<file path="config.mk">
export PLATFORM = sky130hd
export DESIGN_NAME = feed_parser
export DESIGN_NICKNAME = d
export VERILOG_FILES = /design/src/rtl/feed_parser.sv
export SDC_FILE = /design/constraint.sdc
export NUM_CORES = 1
export LEC_CHECK = 0
export CELL_PAD_IN_SITES_DETAIL_PLACEMENT = 1
export CELL_PAD_IN_SITES_GLOBAL_PLACEMENT = 1
export CORE_MARGIN = 1
export CORE_UTILIZATION = 42
export CTS_BUF_LIST = sky130_fd_sc_hd__clkbuf_4
export DETAILED_ROUTE_END_ITERATION = 8
export PLACE_DENSITY_LB_ADDON = 0.05
export REMOVE_ABC_BUFFERS = 1
export SKIP_LAST_GASP = 1
export SYNTH_ARGS = -nofsm -noshare
export SYNTH_HDL_FRONTEND = slang
export SYNTH_SLANG_ARGS = --single-unit
export TNS_END_PERCENT = 10
</file>
<file path="constraint.sdc">
create_clock -name clk -period 7 [get_ports clk]
set_input_delay 1.4 -clock clk [delete_from_list [all_inputs] [get_ports clk]]
set_output_delay 1.4 -clock clk [all_outputs]
set_load 0.05 [all_outputs]
</file>
<file path="src/rtl/feed_parser.sv">
// Framed market-data byte parser: SOF, type, big-endian price/quantity, XOR checksum.
// Validates type and checksum, enforces an inter-byte timeout, keeps saturating counters.
module feed_parser #(
  parameter int unsigned PRICE_BYTES = 4,
  parameter int unsigned QTY_BYTES   = 4,
  parameter logic [7:0]  SOF_BYTE    = 8'hA5,
  parameter int unsigned TIMEOUT_CYC = 16
) (
  input  logic                     clk,
  input  logic                     rst,
  input  logic [7:0]               rx_data,
  input  logic                     rx_valid,
  output logic                     packet_detected,
  output logic [7:0]               msg_type,
  output logic [8*PRICE_BYTES-1:0] price,
  output logic [8*QTY_BYTES-1:0]   quantity,
  output logic                     error,
  output logic [1:0]               err_code,
  output logic [15:0]              good_count,
  output logic [15:0]              err_count
);

  localparam int unsigned PRICE_W = 8 * PRICE_BYTES;
  localparam int unsigned QTY_W   = 8 * QTY_BYTES;
  localparam int unsigned GAP_W   = $clog2(TIMEOUT_CYC + 1);
  localparam int unsigned CNT_W   = 4;

  localparam logic [1:0] ERR_TYPE    = 2'd1;
  localparam logic [1:0] ERR_CSUM    = 2'd2;
  localparam logic [1:0] ERR_TIMEOUT = 2'd3;

  typedef enum logic [2:0] {
    IDLE  = 3'd0,
    TYPE  = 3'd1,
    PRICE = 3'd2,
    QTY   = 3'd3,
    CSUM  = 3'd4
  } state_e;

  state_e               state_q, state_d;
  logic [CNT_W-1:0]     cnt_q, cnt_d;
  logic [GAP_W-1:0]     gap_q, gap_d;
  logic [7:0]           csum_q, csum_d;
  logic [7:0]           type_sh_q, type_sh_d;
  logic [PRICE_W-1:0]   price_sh_q, price_sh_d;
  logic [QTY_W-1:0]     qty_sh_q, qty_sh_d;
  logic                 pkt_q, pkt_d;
  logic                 error_q, error_d;
  logic [1:0]           err_code_q, err_code_d;
  logic [7:0]           msg_type_q, msg_type_d;
  logic [PRICE_W-1:0]   price_q, price_d;
  logic [QTY_W-1:0]     qty_q, qty_d;
  logic [15:0]          good_cnt_q, good_cnt_d;
  logic [15:0]          err_cnt_q, err_cnt_d;

  // State and datapath registers
  always_ff @(posedge clk or posedge rst) begin
    if (rst) begin
      state_q    <= IDLE;
      cnt_q      <= '0;
      gap_q      <= '0;
      csum_q     <= '0;
      type_sh_q  <= '0;
      price_sh_q <= '0;
      qty_sh_q   <= '0;
      pkt_q      <= 1'b0;
      error_q    <= 1'b0;
      err_code_q <= '0;
      msg_type_q <= '0;
      price_q    <= '0;
      qty_q      <= '0;
      good_cnt_q <= '0;
      err_cnt_q  <= '0;
    end else begin
      state_q    <= state_d;
      cnt_q      <= cnt_d;
      gap_q      <= gap_d;
      csum_q     <= csum_d;
      type_sh_q  <= type_sh_d;
      price_sh_q <= price_sh_d;
      qty_sh_q   <= qty_sh_d;
      pkt_q      <= pkt_d;
      error_q    <= error_d;
      err_code_q <= err_code_d;
      msg_type_q <= msg_type_d;
      price_q    <= price_d;
      qty_q      <= qty_d;
      good_cnt_q <= good_cnt_d;
      err_cnt_q  <= err_cnt_d;
    end
  end

  // Next-state, field assembly, timeout and result logic
  always_comb begin
    state_d    = state_q;
    cnt_d      = cnt_q;
    gap_d      = gap_q;
    csum_d     = csum_q;
    type_sh_d  = type_sh_q;
    price_sh_d = price_sh_q;
    qty_sh_d   = qty_sh_q;
    pkt_d      = 1'b0;
    error_d    = 1'b0;
    err_code_d = err_code_q;
    msg_type_d = msg_type_q;
    price_d    = price_q;
    qty_d      = qty_q;

    if (rx_valid) begin
      gap_d = '0;
      unique case (state_q)
        IDLE: begin
          if (rx_data == SOF_BYTE) state_d = TYPE;
        end
        TYPE: begin
          if (rx_data == 8'h41 || rx_data == 8'h58 || rx_data == 8'h45) begin
            state_d   = PRICE;
            type_sh_d = rx_data;
            csum_d    = rx_data;
            cnt_d     = '0;
          end else begin
            state_d    = IDLE;
            error_d    = 1'b1;
            err_code_d = ERR_TYPE;
          end
        end
        PRICE: begin
          price_sh_d = (price_sh_q << 8) | PRICE_W'(rx_data);
          csum_d     = csum_q ^ rx_data;
          if (cnt_q == CNT_W'(PRICE_BYTES - 1)) begin
            state_d = QTY;
            cnt_d   = '0;
          end else begin
            cnt_d = cnt_q + CNT_W'(1);
          end
        end
        QTY: begin
          qty_sh_d = (qty_sh_q << 8) | QTY_W'(rx_data);
          csum_d   = csum_q ^ rx_data;
          if (cnt_q == CNT_W'(QTY_BYTES - 1)) begin
            state_d = CSUM;
            cnt_d   = '0;
          end else begin
            cnt_d = cnt_q + CNT_W'(1);
          end
        end
        CSUM: begin
          state_d = IDLE;
          if (rx_data == csum_q) begin
            pkt_d      = 1'b1;
            msg_type_d = type_sh_q;
            price_d    = price_sh_q;
            qty_d      = qty_sh_q;
          end else begin
            error_d    = 1'b1;
            err_code_d = ERR_CSUM;
          end
        end
        default: state_d = IDLE;
      endcase
    end else if (state_q != IDLE) begin
      // A byte on the cycle the gap would expire wins, so only idle cycles count
      if (gap_q == GAP_W'(TIMEOUT_CYC - 1)) begin
        state_d    = IDLE;
        gap_d      = '0;
        cnt_d      = '0;
        error_d    = 1'b1;
        err_code_d = ERR_TIMEOUT;
      end else begin
        gap_d = gap_q + GAP_W'(1);
      end
    end

    good_cnt_d = (pkt_d && good_cnt_q != 16'hFFFF) ? good_cnt_q + 16'd1 : good_cnt_q;
    err_cnt_d  = (error_d && err_cnt_q != 16'hFFFF) ? err_cnt_q + 16'd1 : err_cnt_q;
  end

  assign packet_detected = pkt_q;
  assign error           = error_q;
  assign err_code        = err_code_q;
  assign msg_type        = msg_type_q;
  assign price           = price_q;
  assign quantity        = qty_q;
  assign good_count      = good_cnt_q;
  assign err_count       = err_cnt_q;

endmodule

</file>
==> parameters.txt <==
Parameter                              Value

Die
  Die ar.    0.0200 mm^2
  Core ar.    0.0189 mm^2
  Height of the die    141 um
  Die span in x    141 um
  Initial standard-cell utilization of the core    43.2%
  Rows    50
  Top Ports    119

STA
  Max transition margin    31.1%
  Crit path time final    4070 ps
  Worst Tran Pin Value    1030 ps
  Unrepaired setup endpoints after global routing    no
  Number of slew-limit violations in the final report    0
  Final hold violations    0
  Worst Skew    21.5 ps
  Setup TNS Final    0 ps
  Final setup violation count    0
  Final clock period utilization by the worst path    58.2%
  Highest achievable clock rate    246 MHz

Clocking
  Setup bufs post-CTS    0
  Worst-case clock buffer depth    2
  Number of buffers added by the clock tree synthesis step    17
  CTS sink count    200
  Cells resized by post-CTS repair    0
  Count of H-tree levels built during CTS    4
  TritonCTS clock tree    yes
  Clk slew on worst S/H paths    140 ps
  Number of hold-repair buffers added at the cts stage    0
  Clock latency on the worst-skew pair    570 ps
  Clock Root Buffer    sky130_fd_sc_hd__clkbuf_4

Setup path
  R2R Path Start    state_q[0]
  R2R Setup Slk    3920 ps
  Kind of launch point of the worst setup path    input pin
  Crit-path leading delay family    buffers and inverters
  CP max stage delay    710 ps
  Data arrival at the endpoint of the critical path    4530 ps
  Critical path class    input pin to flop
  Beginning of the critical path    rx_data[5]
  FF-to-FF End    msg_type[2]
  Crit end category    flop
  Crit-path slowest cell    sky130_fd_sc_hd__clkdlybuf4s50_1
  Sum of buffers and inverters on the critical path    3
  Required arrival time at the worst endpoint    7460 ps
  Sequence of cells on the critical path    clkdlybuf4s50_1 > xnor2_1 > nand4_1 > or3_4 > inv_2 > buf_4 > mux2_2
  R2R cell count    6
  Worst-path maximum fanout    36

Global routing
  Final global-route overflow total    0
  Pin count of the biggest net entering global routing    153
  Initial antenna violation count    1
  Number of global-route vias before repair    5561
  Global-route wire length before repair    28800 um
  Overall Global Routing Usage    18.5%

Logic synthesis
  Largest cells by area after synthesis    sky130_fd_sc_hd__dfrtp_1, sky130_fd_sc_hd__mux2_2, sky130_fd_sc_hd__xor2_1, sky130_fd_sc_hd__xnor2_1, sky130_fd_sc_hd__nand3_1
  Seq/Total Area, Yosys    61.3%
  Post-synth top flop    sky130_fd_sc_hd__dfrtp_1
  Cell type with the highest aggregate area in the netlist    sky130_fd_sc_hd__dfrtp_1
  Seq cells post-synth    200
  Fraction of synthesized cell area taken by the top area cell type    61.3%
  Post-synth EDFFs    0
  Cells after Synth    581
  Number of synthesis warnings    0
  Yosys cell types    53
  Synthesized area    0.00817 mm^2
  Avg Cell Area, Syn    14.1 um^2
  Share of flip-flops with an asynchronous set or reset after synthesis    100%

Routing
  First DRT Iteration DRCs    170
  Ratio of routed vias to standard cells    5.19
  Remaining antenna violation count    0
  Drt first pass iters    4
  Remaining DRCs    0
  Total vias in the final route    5047
  Final Routed Wirelength    16700 um
  Post-DR wirelength/cell    17.1 um

Power
  Static power due to leakage    4.64 nW
  Maximum vdd drop    245 uV
  Power per standard cell area    218 mW/mm^2

Cells and area
  Utilization after layout    52.2%
  Share of post-route cells with drive strength above 1    27.0%
  Area overhead of the layout relative to synthesis    20.7%
  Final net count    712

Hold path
  Type of the most critical hold path    flop to flop
  Hold Path Stages    1
  Worst hold endpoint    type_sh_q[6]
  Origin of the worst min-delay path    type_sh_q[6]

Placed design
  Half-perimeter wire length of the detailed placement result    11400 um
  Routability congestion estimate from global placement    0.764
  I/O Buffers    118

Status
  Status    completed

Job
  # Max-Cap Violations    0
-- layout by cell type (no fill, tap or decap), types with 8 or more instances in the layout --
| cell | n |
|---|---|
| sky130_fd_sc_hd__clkdlybuf4s50_1 | 118 |
| sky130_fd_sc_hd__xor2_1 | 25 |
| sky130_fd_sc_hd__nand2_1 | 20 |
| sky130_fd_sc_hd__mux2_2 | 146 |
| sky130_fd_sc_hd__clkbuf_4 | 17 |
| sky130_fd_sc_hd__dfrtp_1 | 200 |
| sky130_fd_sc_hd__xnor2_1 | 10 |
| sky130_fd_sc_hd__nor3_1 | 12 |
| sky130_fd_sc_hd__nor2_1 | 15 |
| sky130_fd_sc_hd__nand3_1 | 16 |
| sky130_fd_sc_hd__a211oi_1 | 8 |
| sky130_fd_sc_hd__a21oi_1 | 14 |
-- per-layer routing --
metal	wire length [um]	global-route usage [%]	up-vias
met5	0	0	-
met4	271	6.51	0
met3	467	3.34	17
met2	8430	31.0	81
met1	7500	24.1	2625
li1	-	-	2324
-- worst max-delay path by stage --
stage | endpoint | slack, ps | cells past startpoint
3_3_place_gp | quantity[2] | 2350 | 7
2_1_floorplan | cnt_q[0] | 150 | 1
5_1_grt | msg_type[2] | 2770 | 7
4_1_cts | msg_type[2] | 2920 | 7
3_5_place_dp | quantity[15] | 2270 | 7
6_report | msg_type[2] | 2930 | 7
-- synthesized netlist by cell type, types with 4 or more instances --
master,count
sky130_fd_sc_hd__ha_1,4
sky130_fd_sc_hd__xnor2_1,10
sky130_fd_sc_hd__and3_1,4
sky130_fd_sc_hd__nand2_1,20
sky130_fd_sc_hd__nor2_1,16
sky130_fd_sc_hd__nand3_1,16
sky130_fd_sc_hd__clkbuf_1,5
sky130_fd_sc_hd__a211oi_1,8
sky130_fd_sc_hd__nand4_1,7
sky130_fd_sc_hd__nor3_1,12
sky130_fd_sc_hd__dfrtp_1,200
sky130_fd_sc_hd__nand2b_1,4
sky130_fd_sc_hd__a311oi_1,7
sky130_fd_sc_hd__xor2_1,25
sky130_fd_sc_hd__inv_1,8
sky130_fd_sc_hd__a21oi_1,14
sky130_fd_sc_hd__mux2_2,146
sky130_fd_sc_hd__and2_1,5
sky130_fd_sc_hd__buf_2,12
sky130_fd_sc_hd__a2111oi_0,6
sky130_fd_sc_hd__buf_1,4
-- area by class of cell --
cell class              count  area, um^2
clock inverters            15         139
multi-input cells         346        3000
clock buffers              17         128
fillers                  1931        9030
inverters                   9        41.3
diodes                      2        5.00
repair buffers            123        1220
well taps                 260         325
flip-flops and latches    200        5000
-- worst register-to-register path: stages (launching register included) --
cell	delay, ps
sky130_fd_sc_hd__dfrtp_1	510
sky130_fd_sc_hd__nor2_1	170
sky130_fd_sc_hd__nand3_1	150
sky130_fd_sc_hd__or3_4	560
sky130_fd_sc_hd__inv_2	620
sky130_fd_sc_hd__buf_4	540
sky130_fd_sc_hd__mux2_2	420
-- power breakdown --
part	leakage, nW	internal [W]	total [W]	switching [W]
sequential	2.75	0.00120	0.00127	0.0000624
combinational	1.75	0.000105	0.000302	0.000197
clock	0.141	0.000184	0.000583	0.000399
total	4.64	0.00149	0.00215	0.000659
-- state kept, by name (all words and copies together), names as in the netlist, 2 cells and up --
name        count
gap_q           5
state_q         3
type_sh_q       8
cnt_q           4
err_code        2
csum_q          8
msg_type        8
qty_sh_q       32
price_sh_q     32
good_count     16
price          32
quantity       32
err_count      16
-- through the flow --
step                      instance area [um^2]  hold WS, ps  total power, W  setup WS (ps)  std cells
after global routing                      9860          510         0.00226           2770        972
after detailed placement                  9590          455         0.00159           2270        938
after global placement                    9590          446         0.00158           2350        938
after CTS                                 9860          488         0.00219           2920        970
after floorplan                           8030          430         0.00147            146        555
final                                     9860          485         0.00215           2930        972
-- cells by family (layout without fill, tap and decap cells) --
family,count (synthesis),count (layout),synth area share [%]
DFF,200,200,61.3
muxes,148,148,20.4
and+or+nand+nor,105,105,7.18
AOI/OAI and AO/OA,54,54,4.72
xor gates and xnor gates,35,35,3.75
buffers and inverters,35,164,2.10
adders and majority gates,4,4,0.613
other,0,2,0
(Power assumes the default switching activity.)
